### src/rtl/if_fetch_stage_if.sv
// Fetch-stage bus: hazard-unit controls, branch redirect, instruction memory port and IF/ID
// register outputs. The fetch stage uses the master modport and its environment uses slave.
interface if_fetch_stage_if;
   logic        pc_write;
   logic        if_id_write;
   logic        branch_taken;
   logic [31:0] branch_target;
   logic [31:0] imem_addr;
   logic [31:0] imem_rdata;
   logic [31:0] pc_out;
   logic [31:0] if_id_instr;
   logic [31:0] if_id_pc4;
   logic        if_id_valid;

   modport master (
      input  pc_write,
      input  if_id_write,
      input  branch_taken,
      input  branch_target,
      input  imem_rdata,
      output imem_addr,
      output pc_out,
      output if_id_instr,
      output if_id_pc4,
      output if_id_valid
   );

   modport slave (
      output pc_write,
      output if_id_write,
      output branch_taken,
      output branch_target,
      output imem_rdata,
      input  imem_addr,
      input  pc_out,
      input  if_id_instr,
      input  if_id_pc4,
      input  if_id_valid
   );
endinterface

### src/rtl/if_fetch_stage.sv
// MIPS R2000 instruction-fetch stage: PC register, next-PC selection, IF/ID pipeline register
// and j-type jump resolution at fetch (no delay slot; the jump slot becomes a bubble).
// Optional macro FETCH_PERF_CNT_EN adds saturating stall/flush/jump event counters.
module if_fetch_stage #(
   parameter logic [31:0] RESET_PC = 32'h0000_0000,
   parameter logic [31:0] NOP_WORD = 32'h0000_0000,
   parameter logic [5:0]  J_OPCODE = 6'b000010
) (
   input  logic                clk,
   input  logic                rst,
`ifdef FETCH_PERF_CNT_EN
   output logic [31:0]         stall_cnt,
   output logic [31:0]         flush_cnt,
   output logic [31:0]         jump_cnt,
`endif
   if_fetch_stage_if.master    bus
);

   logic [31:0] r_pc,    w_pc_d;
   logic [31:0] r_instr, w_instr_d;
   logic [31:0] r_pc4,   w_pc4_d;
   logic        r_valid, w_valid_d;

   logic [31:0] w_pc4;
   logic        w_is_jump;
   logic [31:0] w_jtarget;
   logic        w_unused_bt_lsb;

   assign w_pc4     = r_pc + 32'd4;
   assign w_is_jump = (bus.imem_rdata[31:26] == J_OPCODE);
   assign w_jtarget = {w_pc4[31:28], bus.imem_rdata[25:0], 2'b00};

   // Branch targets are word-aligned by dropping the two low bits.
   assign w_unused_bt_lsb = ^bus.branch_target[1:0];

   assign bus.imem_addr   = r_pc;
   assign bus.pc_out      = r_pc;
   assign bus.if_id_instr = r_instr;
   assign bus.if_id_pc4   = r_pc4;
   assign bus.if_id_valid = r_valid;

   // Next-PC and IF/ID selection: branch redirect > stall > jump > sequential.
   always_comb begin
      w_pc_d    = r_pc;
      w_instr_d = r_instr;
      w_pc4_d   = r_pc4;
      w_valid_d = r_valid;
      if (bus.branch_taken) begin
         // Older instruction in ID wins over a stall or a jump sitting in IF.
         w_pc_d    = {bus.branch_target[31:2], 2'b00};
         w_instr_d = NOP_WORD;
         w_pc4_d   = 32'd0;
         w_valid_d = 1'b0;
      end else if (!bus.pc_write) begin
         if (bus.if_id_write) begin
            w_instr_d = bus.imem_rdata;
            w_pc4_d   = w_pc4;
            w_valid_d = 1'b1;
         end
      end else if (w_is_jump) begin
         // The jump itself is squashed; PC+4 is never fetched.
         w_pc_d = w_jtarget;
         if (bus.if_id_write) begin
            w_instr_d = NOP_WORD;
            w_pc4_d   = w_pc4;
            w_valid_d = 1'b0;
         end
      end else begin
         w_pc_d = w_pc4;
         if (bus.if_id_write) begin
            w_instr_d = bus.imem_rdata;
            w_pc4_d   = w_pc4;
            w_valid_d = 1'b1;
         end
      end
   end

   // PC and IF/ID registers with synchronous reset.
   always_ff @(posedge clk) begin
      if (rst) begin
         r_pc    <= RESET_PC;
         r_instr <= NOP_WORD;
         r_pc4   <= 32'd0;
         r_valid <= 1'b0;
      end else begin
         r_pc    <= w_pc_d;
         r_instr <= w_instr_d;
         r_pc4   <= w_pc4_d;
         r_valid <= w_valid_d;
      end
   end

`ifdef FETCH_PERF_CNT_EN
   logic [31:0] r_stall_cnt;
   logic [31:0] r_flush_cnt;
   logic [31:0] r_jump_cnt;
   logic        w_ev_stall;
   logic        w_ev_jump;

   assign w_ev_stall = !bus.pc_write && !bus.branch_taken;
   assign w_ev_jump  = !bus.branch_taken && bus.pc_write && w_is_jump;

   // Saturating event counters.
   always_ff @(posedge clk) begin
      if (rst) begin
         r_stall_cnt <= 32'd0;
         r_flush_cnt <= 32'd0;
         r_jump_cnt  <= 32'd0;
      end else begin
         if (w_ev_stall && (r_stall_cnt != 32'hFFFF_FFFF)) r_stall_cnt <= r_stall_cnt + 32'd1;
         if (bus.branch_taken && (r_flush_cnt != 32'hFFFF_FFFF)) begin
            r_flush_cnt <= r_flush_cnt + 32'd1;
         end
         if (w_ev_jump && (r_jump_cnt != 32'hFFFF_FFFF)) r_jump_cnt <= r_jump_cnt + 32'd1;
      end
   end

   assign stall_cnt = r_stall_cnt;
   assign flush_cnt = r_flush_cnt;
   assign jump_cnt  = r_jump_cnt;
`endif

endmodule

### src/flat_wrapper.sv
// flat-port wrapper written by rule: the top's interface ports become plain ports
module if_fetch_stage_flat 
#(
   parameter logic [31:0] RESET_PC = 32'h0000_0000,
   parameter logic [31:0] NOP_WORD = 32'h0000_0000,
   parameter logic [5:0]  J_OPCODE = 6'b000010
)
  (clk, rst, bus_pc_write, bus_if_id_write, bus_branch_taken, bus_branch_target, bus_imem_rdata, bus_imem_addr, bus_pc_out, bus_if_id_instr, bus_if_id_pc4, bus_if_id_valid);
  if_fetch_stage_if bus_i ();
  input  logic clk;
  input  logic rst;
  input wire logic [$bits(bus_i.pc_write)-1:0] bus_pc_write;
  input wire logic [$bits(bus_i.if_id_write)-1:0] bus_if_id_write;
  input wire logic [$bits(bus_i.branch_taken)-1:0] bus_branch_taken;
  input wire logic [$bits(bus_i.branch_target)-1:0] bus_branch_target;
  input wire logic [$bits(bus_i.imem_rdata)-1:0] bus_imem_rdata;
  output wire logic [$bits(bus_i.imem_addr)-1:0] bus_imem_addr;
  output wire logic [$bits(bus_i.pc_out)-1:0] bus_pc_out;
  output wire logic [$bits(bus_i.if_id_instr)-1:0] bus_if_id_instr;
  output wire logic [$bits(bus_i.if_id_pc4)-1:0] bus_if_id_pc4;
  output wire logic [$bits(bus_i.if_id_valid)-1:0] bus_if_id_valid;
  assign bus_i.pc_write = bus_pc_write;
  assign bus_i.if_id_write = bus_if_id_write;
  assign bus_i.branch_taken = bus_branch_taken;
  assign bus_i.branch_target = bus_branch_target;
  assign bus_i.imem_rdata = bus_imem_rdata;
  assign bus_imem_addr = bus_i.imem_addr;
  assign bus_pc_out = bus_i.pc_out;
  assign bus_if_id_instr = bus_i.if_id_instr;
  assign bus_if_id_pc4 = bus_i.if_id_pc4;
  assign bus_if_id_valid = bus_i.if_id_valid;
  if_fetch_stage #(.RESET_PC(RESET_PC), .NOP_WORD(NOP_WORD), .J_OPCODE(J_OPCODE)) u_core (.clk(clk), .rst(rst), .bus(bus_i));
endmodule
### config.mk
export PLATFORM = sky130hd
export DESIGN_NAME = if_fetch_stage_flat
export DESIGN_NICKNAME = d
export VERILOG_FILES = /design/src/rtl/if_fetch_stage_if.sv /design/src/rtl/if_fetch_stage.sv /design/src/flat_wrapper.sv
export SDC_FILE = /design/constraint.sdc
export NUM_CORES = 1
export LEC_CHECK = 0
export BUFFER_PORTS_ARGS = -buffer_cell sky130_fd_sc_hd__buf_2
export CELL_PAD_IN_SITES_DETAIL_PLACEMENT = 0
export CELL_PAD_IN_SITES_GLOBAL_PLACEMENT = 1
export CORE_MARGIN = 5
export CORE_UTILIZATION = 34
export DETAILED_ROUTE_END_ITERATION = 7
export PLACE_DENSITY = 0.9
export SLEW_MARGIN = 10
export SYNTH_ARGS = -nofsm -noshare
export SYNTH_HDL_FRONTEND = slang
export SYNTH_SLANG_ARGS = --single-unit
### constraint.sdc
create_clock -name clk -period 2.3 [get_ports clk]
set_clock_uncertainty 0.2 [all_clocks]
set_input_delay 0.345 -clock clk [delete_from_list [all_inputs] [get_ports clk]]
set_output_delay 0.345 -clock clk [all_outputs]
set_load 0.005 [all_outputs]
==> results_dict.tcl, run 1 <==
set metrics [dict create \
    post_drt_wl_per_cell_um 17.2 \
    top_level_ports 198 \
    place.gp.congestion 0.780 \
    synth_area_leaders "dfxtp_1, buf_4, a21oi_1" \
    root_buffer "clkbuf_16" \
    drt-initial-drc-count 288 \
    core_um2 13300 \
    cts_tree "done" \
    synthArstFlopShare_pct 0 \
    final_area_um2 6020 \
    synth_top_family_by_area "compound AO/OA/AOI/OAI gates" \
    fmax_mhz 469 \
    required_ns 2.34 \
    synth_nets 612 \
    hold_violations 0 \
    synth_xor_area_share_pct 6.02 \
    grt_pass1_wl_um 23700 \
    rows 42 \
    hold_path.class "in -> reg" \
    first_pass_iters 4 \
    post_cts_buffers 0 \
    antenna_found_initial 1 \
    placed_cells 874 \
    grt_start_max_net_pins 62 \
    netlist_area_um2 4650 \
    clock_path_buffers 2 \
    synth_edf_count 0 \
    clk_pin_slew_ns 0.07 \
    via_per_inst 5.10 \
    layout-drive-gt1-share_pct 35.5 \
    critPathKind "reg -> reg" \
    peakVddDrop_v 0.000526 \
    drtAntennaViolNets 0 \
    fp.dieArea_um2 16100 \
    synthCells 542 \
    hpwlAfterDp_um 11600 \
    htreeDepth 3 \
    synth-adder-area-share_pct 0.269 \
    vias 4531 \
    clk_latency_ns 0.35 \
    yosys.area.top_type "dfxtp_1" \
    status "complete, no violations" \
    grt_overflow 0 \
    grt_use_total_pct 18.7 \
    fp.dieW_um 127 \
    ys_seq_elements 97 \
    post_dp_cell_area_um2 5720 \
    synth-compound-area-share_pct 21.6 \
    end_kind "flip-flop" \
    drv_cap 0 \
    setup_violations 0 \
    tightest_slew_ns 0.588 \
    port_buffers 195 \
    drc 0 \
    hold_buffers 0 \
    syn_area_per_cell_um2 8.59 \
    antennaDiodeCount 0 \
    setup_slack_ns 0.168 \
    synthSimpleGateAreaFrac_pct 16.7 \
    stdcell_count 889 \
    grt_setup_unrepaired "false" \
    p_leak_nw 2.80 \
    yosysMostFrequentCell "dfxtp_1" \
    final_util_pct 45.1 \
    die_height_um 127 \
    power_density_nw_per_um2 651 \
    post-route-period-util_pct 92.7 \
    critPathLaunchType "flip-flop" \
    nNetsFinal 779 \
    synth_top_area_share_pct 41.7 \
    wl_um 15300 \
    synth.distinct_cells 43 \
    grt_pass1_vias 4400 \
    cts_buffers 9 \
    ys_top_cells_by_count "dfxtp_1, nor2_1, a21oi_1" \
    synth_mux_area_share_pct 3.07 \
    slew_viol_final 0 \
    yosys_most_used_dff "dfxtp_1" \
    holdWs_ns 0.0402 \
    cp.arrival_ns 2.17 \
    relSlewSlack_pct 60.8 \
    period_needed_ns 2.13 \
    synth-seq-area-share_pct 41.7 \
    post-place-ws_ns -0.0366 \
    start_util_pct 34.9 \
    synth_warnings 0 \
    area_growth_syn_to_layout_pct 29.4 \
    critPathMaxFanout 6 \
    reg2reg_slack_ns 0.17 \
    cts_sinks 97 \
]
## flip-flops by register name, indices dropped and copies added (netlist names)
register	count
u_core.bus.if_id_valid	1
u_core.bus.if_id_instr	32
u_core.bus.imem_addr	32
u_core.bus.if_id_pc4	32
## timing repair
| item | in CTS | in global routing |
|---|---|---|
| gates resized for setup | 0 | 1 |
| endpoints found under the hold margin | 0 | 0 |
| endpoints found under the setup margin | 0 | 6 |
## final timing paths
check                     startpoint                  endpoint  depth (start not counted)
max reg2reg  u_core.bus.imem_addr[3]  u_core.bus.imem_addr[30]                          7
min reg2reg  u_core.bus.if_id_pc4[4]   u_core.bus.if_id_pc4[4]                          2
max          u_core.bus.imem_addr[3]  u_core.bus.imem_addr[30]                          7
min             bus_branch_target[3]   u_core.bus.imem_addr[3]                          3
## through the flow
step,power [mW],setup TNS [ns]
floorplan,2.19,0
global placement,2.44,-0.000212
detailed placement,2.44,-0.0673
CTS,3.97,0
global route,4.11,0
finish,3.92,0
## worst max-delay path, cell delays in order (launching register included)
cell,delay [ns]
dfxtp_1,0.43
ha_2,0.28
nand3_1,0.17
nor4_1,0.30
buf_4,0.20
nand4_1,0.12
xnor2_1,0.15
o21a_1,0.17
## area by class of cell
cell class | instances | area [µm²]
Clock inverter | 3 | 40.0
Timing Repair Buffer | 230 | 1260
Sequential cell | 97 | 1940
Multi-Input combinational cell | 351 | 2220
Inverter | 20 | 75.1
Fill cell | 1382 | 7330
Clock buffer | 12 | 256
Tap cell | 176 | 220
## layer usage
metal	wire (µm)	GRT usage, %	up-vias	share of wire (%)
li1	-	-	2244	-
met1	6640	24.1	2108	43
met2	7190	29.9	154	47
met3	1130	5.97	23	7.4
met4	339	6.25	2	2.2
met5	7	0	-	0.046
## logic make-up (layout without fill, tap and decap cells)
logic type / count (synthesis) / after routing
compound gates: 153 / 153
xor+xnor: 32 / 32
buf+inv: 94 / 265
flops: 97 / 97
fa+ha+maj: 1 / 1
simple gates: 151 / 151
mux: 14 / 14
## power by group
group	internal, mW	switching, mW
clock network	0.893	0.624
registers	1.76	0.0808
logic	0.262	0.300
## placed cells by master, fill, tap and decap left out, types with 6 or more instances in the layout
| master | n |
|---|---|
| nand4_1 | 12 |
| nand2_1 | 12 |
| nor2b_1 | 12 |
| xnor2_1 | 14 |
| buf_4 | 33 |
| a221oi_1 | 9 |
| nand3_1 | 23 |
| o21a_1 | 7 |
| nor3_1 | 7 |
| xor2_1 | 18 |
| nor2_1 | 52 |
| o21ai_0 | 27 |
| dfxtp_1 | 97 |
| o21bai_1 | 6 |
| mux2i_1 | 12 |
| a21oi_1 | 41 |
| and3_1 | 17 |
| a211oi_1 | 11 |
| inv_1 | 20 |
| nor4_1 | 6 |
| a22oi_1 | 28 |
| clkbuf_16 | 9 |
| buf_2 | 195 |
| o32ai_1 | 10 |
No activity file was read; power rests on OpenSTA's default activity.
==> run 2: changes to the inputs <==
--- a/config.mk
+++ b/config.mk
@@ -5,7 +5,7 @@
 export SDC_FILE = /design/constraint.sdc
 export NUM_CORES = 1
 export LEC_CHECK = 0
-export BUFFER_PORTS_ARGS = -buffer_cell sky130_fd_sc_hd__buf_2
+export BUFFER_PORTS_ARGS = -buffer_cell sky130_fd_sc_hd__clkbuf_2
 export CELL_PAD_IN_SITES_DETAIL_PLACEMENT = 0
 export CELL_PAD_IN_SITES_GLOBAL_PLACEMENT = 1
 export CORE_MARGIN = 5
==> run 2 against run 1 <==
Routed wire length down 0.25%. Clock power up 7%. Critical path depth unchanged. Largest power group unchanged. Highest routed layer is now met4.
==> results_dict.tcl, run 2 (synthesized netlist as in run 1, its figures left out) <==
set metrics [dict create \
    status "complete, no violations" \
    reg2reg_to "u_core.bus.imem_addr[12]" \
    root_buffer "clkbuf_16" \
    place.gp.congestion 0.790 \
    start_util_pct 34.9 \
    post_drt_wl_per_cell_um 17.1 \
    final_common_cell "clkbuf_2" \
    grt_pass1_vias 4268 \
    fp.dieArea_um2 16100 \
    drtAntennaViolNets 0 \
    fmax_mhz 474 \
    first_pass_iters 5 \
    tightest_slew_ns 0.487 \
    grt_setup_unrepaired "false" \
    stdcell_count 890 \
    area_growth_syn_to_layout_pct 29.9 \
    worstHoldPathCells 3 \
    critPathKind "reg -> reg" \
    power_density_nw_per_um2 665 \
    period_needed_ns 2.11 \
    ctsResizeCount 0 \
    worstHoldStart "bus_branch_target[2]" \
    holdWs_ns 0.0267 \
    grt_pass1_wl_um 23800 \
    setup_violations 0 \
    end_kind "flip-flop" \
    htreeDepth 3 \
    via_per_inst 5.01 \
    layout_common_cells "clkbuf_2, dfxtp_1, nor2_1, a21oi_1, buf_4" \
    hold_buffers 0 \
    slew_viol_final 0 \
    rows 42 \
    vias 4460 \
    critPathLaunchType "flip-flop" \
    post_cts_buffers 0 \
    core_um2 13300 \
    hold_violations 0 \
    top_level_ports 198 \
    post-place-ws_ns -0.0363 \
    hpwlAfterDp_um 11700 \
    crit_path_cell_trace "ha_1, nand3_1, buf_4, nor2_1, nand4_1, xor2_1, o32ai_1" \
    cts_tree "done" \
    grt_use_total_pct 18.6 \
    nNetsFinal 779 \
    post-route-period-util_pct 91.8 \
    cts_sinks 97 \
    drt-initial-drc-count 238 \
    grt_overflow 0 \
    drc 0 \
    port_buffers 195 \
    setup_slack_ns 0.189 \
    antenna_found_initial 0 \
    die_height_um 127 \
    antennaDiodeCount 0 \
    placed_cells 874 \
    drv_cap 0 \
    cts_buffers 9 \
    final_util_pct 45.3 \
    relSlewSlack_pct 67.6 \
    critPathMaxFanout 5 \
    fillers 1381 \
    grt_start_max_net_pins 49 \
    hold_end "u_core.bus.imem_addr[2]" \
    clk_latency_ns 0.35 \
    wl_um 15300 \
    max_stage_delay_ns 0.34 \
    r2r_cells 7 \
    reg2reg_from "u_core.bus.imem_addr[2]" \
    reg2reg_slack_ns 0.19 \
    p_leak_nw 2.75 \
    slowest_stage "dfxtp_1" \
    fp.dieW_um 127 \
    clock_path_buffers 2 \
    peakVddDrop_v 0.000533 \
    clk_pin_slew_ns 0.07 \
    cp.arrival_ns 2.14 \
    layout-drive-gt1-share_pct 35.7 \
    hold_path.class "in -> reg" \
    required_ns 2.33 \
]
## run 2: cell count changes in the layout (fill, tap and decap cells not counted), sizes merged
cell / delta
buf: -195
bufinv: +1
clkbuf: +192
clkinv: +2
clkinvlp: +1
## run 2: worst max-delay path by stage
stage / start / endpoint / slack, ns / cells after the start
finish: u_core.bus.imem_addr[2] / u_core.bus.imem_addr[12] / 0.19 / 7
detailed placement: bus_imem_rdata[26] / u_core.bus.imem_addr[21] / -0.04 / 7
global placement: bus_imem_rdata[26] / u_core.bus.imem_addr[21] / -0.006 / 7
global route: u_core.bus.imem_addr[6] / u_core.bus.if_id_pc4[27] / 0.02 / 7
CTS: u_core.bus.imem_addr[2] / u_core.bus.imem_addr[22] / 0.21 / 7
floorplan: bus_imem_rdata[26] / u_core.bus.if_id_instr[0] / 0.17 / 6
## run 2: where the power goes
part,internal (mW),switching [mW]
Clock,0.953,0.664
Sequential,1.76,0.0842
Combinational,0.262,0.299
## run 2: per-layer routing
| metal | share of wire (%) | vias up | global-route usage, % |
|---|---|---|---|
| met5 | 0 | - | 0 |
| met1 | 43 | 2048 | 24.4 |
| li1 | - | 2248 | - |
| met2 | 48 | 144 | 29.4 |
| met4 | 1.9 | 0 | 6.56 |
| met3 | 7.5 | 20 | 5.18 |
## run 2: layout make-up
| cell class | instances | area [µm²] | share of cell area (%) |
|---|---|---|---|
| Clock buffer | 9 | 225 | 3.73 |
| Clock inverter | 7 | 95.1 | 1.57 |
| Inverter | 20 | 75.1 | 1.24 |
| Multi-Input combinational cell | 351 | 2220 | 36.8 |
| Sequential cell | 97 | 1940 | 32.1 |
| Tap cell | 176 | 220 | 3.64 |
| Timing Repair Buffer | 230 | 1260 | 20.9 |
## run 2: worst max-delay path, delay by kind of cell (launching register included)
kind	cells	cell delay [ns]
AOI/OAI and AO/OA	1	0.10
xor gates and xnor gates	1	0.23
adders and majority gates	1	0.27
buffers and inverters	1	0.21
DFF	1	0.34
and+or+nand+nor	3	0.63
## run 2: through the flow
stage          TNS (ns)  cell area (µm²)  power, mW
2_1_floorplan         0             4650       2.19
3_3_place_gp   -0.00640             5720       2.44
3_5_place_dp    -0.0583             5720       2.45
4_1_cts               0             6040       4.07
5_1_grt               0             6050       4.20
6_report              0             6050       4.02
==> run 3: changes to the inputs <==
--- a/config.mk
+++ b/config.mk
@@ -6,10 +6,11 @@
 export NUM_CORES = 1
 export LEC_CHECK = 0
 export BUFFER_PORTS_ARGS = -buffer_cell sky130_fd_sc_hd__clkbuf_2
-export CELL_PAD_IN_SITES_DETAIL_PLACEMENT = 0
+export CELL_PAD_IN_SITES_DETAIL_PLACEMENT = 1
 export CELL_PAD_IN_SITES_GLOBAL_PLACEMENT = 1
 export CORE_MARGIN = 5
 export CORE_UTILIZATION = 34
+export CTS_CLUSTER_SIZE = 28
 export DETAILED_ROUTE_END_ITERATION = 7
 export PLACE_DENSITY = 0.9
 export SLEW_MARGIN = 10
==> run 3 against run 2 <==
Maximum frequency grew 1.7%. Largest power group unchanged. Utilization shrank 0.28 points. Global-route usage grew 2.1 points. Clock power shrank 10%. Setup slack gained 0.036 ns. Critical path depth is the same. Highest routed layer unchanged.
==> results_dict.tcl, run 3 (synthesized netlist as in run 1, its figures left out) <==
set metrics [dict create \
    status "complete, no violations" \
    worstHoldPathCells 3 \
    p_leak_nw 2.73 \
    period_needed_ns 2.08 \
    fmax_mhz 482 \
    end_kind "flip-flop" \
    cts_buffers 9 \
    max_stage_delay_ns 0.34 \
    crit_path_cell_trace "ha_1, nand3_1, nor4_1, buf_4, nand4_1, xnor2_1, o21a_1" \
    grt_pass1_vias 4816 \
    p_sw_share_pct 26.8 \
    wl_um 17100 \
    tightest_slew_ns 0.502 \
    first_pass_iters 5 \
    multiInputGateArea_um2 2220 \
    layout-drive-gt1-share_pct 35.5 \
    peakVddDrop_v 0.000308 \
    power.switching_mw 1.04 \
    grt_setup_unrepaired "false" \
    drv_cap 0 \
    final_util_pct 45.0 \
    start_util_pct 34.9 \
    cts_sinks 97 \
    rows 42 \
    power_density_nw_per_um2 645 \
    grt_start_max_net_pins 49 \
    hpwlAfterDp_um 13200 \
    crit_buf_inv 1 \
    grt_pass1_wl_um 26600 \
    antennaDiodeCount 0 \
    clk_pin_slew_ns 0.07 \
    place.gp.congestion 0.790 \
    critPathCapture "u_core.bus.imem_addr[30]" \
    final-seq-area_um2 1940 \
    final_area_um2 6010 \
    reg2reg_slack_ns 0.22 \
    worstSetupStartpoint "u_core.bus.imem_addr[2]" \
    grt_overflow 0 \
    fp.dieW_um 127 \
    post-route-period-util_pct 90.2 \
    grt_use_total_pct 20.7 \
    critPathLaunchType "flip-flop" \
    cts_tree "done" \
    reg2reg_to "u_core.bus.imem_addr[30]" \
    drc 0 \
    post_cts_buffers 0 \
    antenna_found_initial 0 \
    top_level_ports 198 \
    hold_violations 0 \
    comb_power_share_pct 14.9 \
    required_ns 2.34 \
    clkPwrFrac_pct 37.4 \
    fp.dieArea_um2 16100 \
    clk_latency_ns 0.34 \
    die_height_um 127 \
    drtAntennaViolNets 0 \
    area_growth_syn_to_layout_pct 29.1 \
    drt-initial-drc-count 282 \
    hold_path.class "in -> reg" \
    cp.arrival_ns 2.11 \
    root_buffer "clkbuf_16" \
    fillers 1666 \
    layout_common_cells "clkbuf_2, dfxtp_1, nor2_1, a21oi_1, buf_4" \
    r2r_cells 7 \
    critPathMaxFanout 5 \
    cp.depth 7 \
    port_buffers 195 \
    relSlewSlack_pct 66.5 \
    critPathKind "reg -> reg" \
    p_seq_share_pct 47.7 \
    clock_path_buffers 2 \
    slew_viol_final 0 \
    slowest_stage "dfxtp_1" \
    nNetsFinal 779 \
    htreeDepth 3 \
    core_um2 13300 \
    final_common_cell "clkbuf_2" \
    post_drt_wl_per_cell_um 19.2 \
    crit_family "simple AND/OR/NAND/NOR gates" \
    via_per_inst 5.29 \
    setup_violations 0 \
    power_mw 3.88 \
    reg2reg_from "u_core.bus.imem_addr[2]" \
    post_dp_cell_area_um2 5720 \
    p_int_mw 2.84 \
    vias 4703 \
]
-- run 3: how the worst min path moves through the flow --
stage                            start                       to  slack [ns]
2_1_floorplan  u_core.bus.if_id_pc4[2]  u_core.bus.if_id_pc4[2]        0.27
4_1_cts           bus_branch_target[9]  u_core.bus.imem_addr[9]        0.02
3_3_place_gp   u_core.bus.if_id_pc4[9]  u_core.bus.if_id_pc4[9]        0.27
6_report          bus_branch_target[3]  u_core.bus.imem_addr[3]        0.04
3_5_place_dp   u_core.bus.if_id_pc4[9]  u_core.bus.if_id_pc4[9]        0.28
5_1_grt           bus_branch_target[9]  u_core.bus.imem_addr[9]        0.04
-- run 3: metal layers --
metal / part of all wire (%) / vias to the layer above / track usage, %
met2: 49 / 139 / 34.8
met1: 43 / 2294 / 26.0
met4: 2.7 / 0 / 8.20
met5: 0 / - / 0
li1: - / 2239 / -
met3: 5.3 / 31 / 4.38
-- run 3: metrics by stage --
stage	hold WS, ns	setup slack, ns	cells	TNS, ns
after global routing	0.0445	0.0364	889	0
final	0.0364	0.225	889	0
after global placement	0.267	-0.00640	874	-0.00640
after CTS	0.0243	0.179	889	0
after floorplan	0.272	0.170	542	0
after detailed placement	0.281	-0.0775	874	-0.217
-- run 3: cell type report --
| cell class | count | share of cell area (%) |
|---|---|---|
| well taps | 176 | 3.67 |
| clock inverters | 2 | 0.208 |
| multi-input cells | 351 | 37.0 |
| repair buffers | 230 | 21.0 |
| inverters | 20 | 1.25 |
| flip-flops and latches | 97 | 32.3 |
| clock buffers | 13 | 4.50 |
-- run 3: power by group through the flow --
stage | clock [mW] | sequential (mW) | combinational [mW]
floorplan | 0 | 1.88 | 0.312
global placement | 0 | 1.88 | 0.562
detailed placement | 0 | 1.88 | 0.580
CTS | 1.48 | 1.85 | 0.584
global route | 1.56 | 1.86 | 0.632
finish | 1.45 | 1.85 | 0.579
-- run 3: what timing repair did --
action                                 in CTS  in global routing
hold buffers                                0                  0
resized for setup                           0                  1
setup endpoints to repair                   0                  3
endpoints found under the hold margin       0                  0
-- run 3: worst reg2reg max path, delay by kind of cell, from the launching register on --
kind	cells	cell delay [ns]
adders and majority gates	1	0.27
xor gates and xnor gates	1	0.14
buffers and inverters	1	0.20
and+or+nand+nor	3	0.65
DFF	1	0.34
AOI/OAI and AO/OA	1	0.18
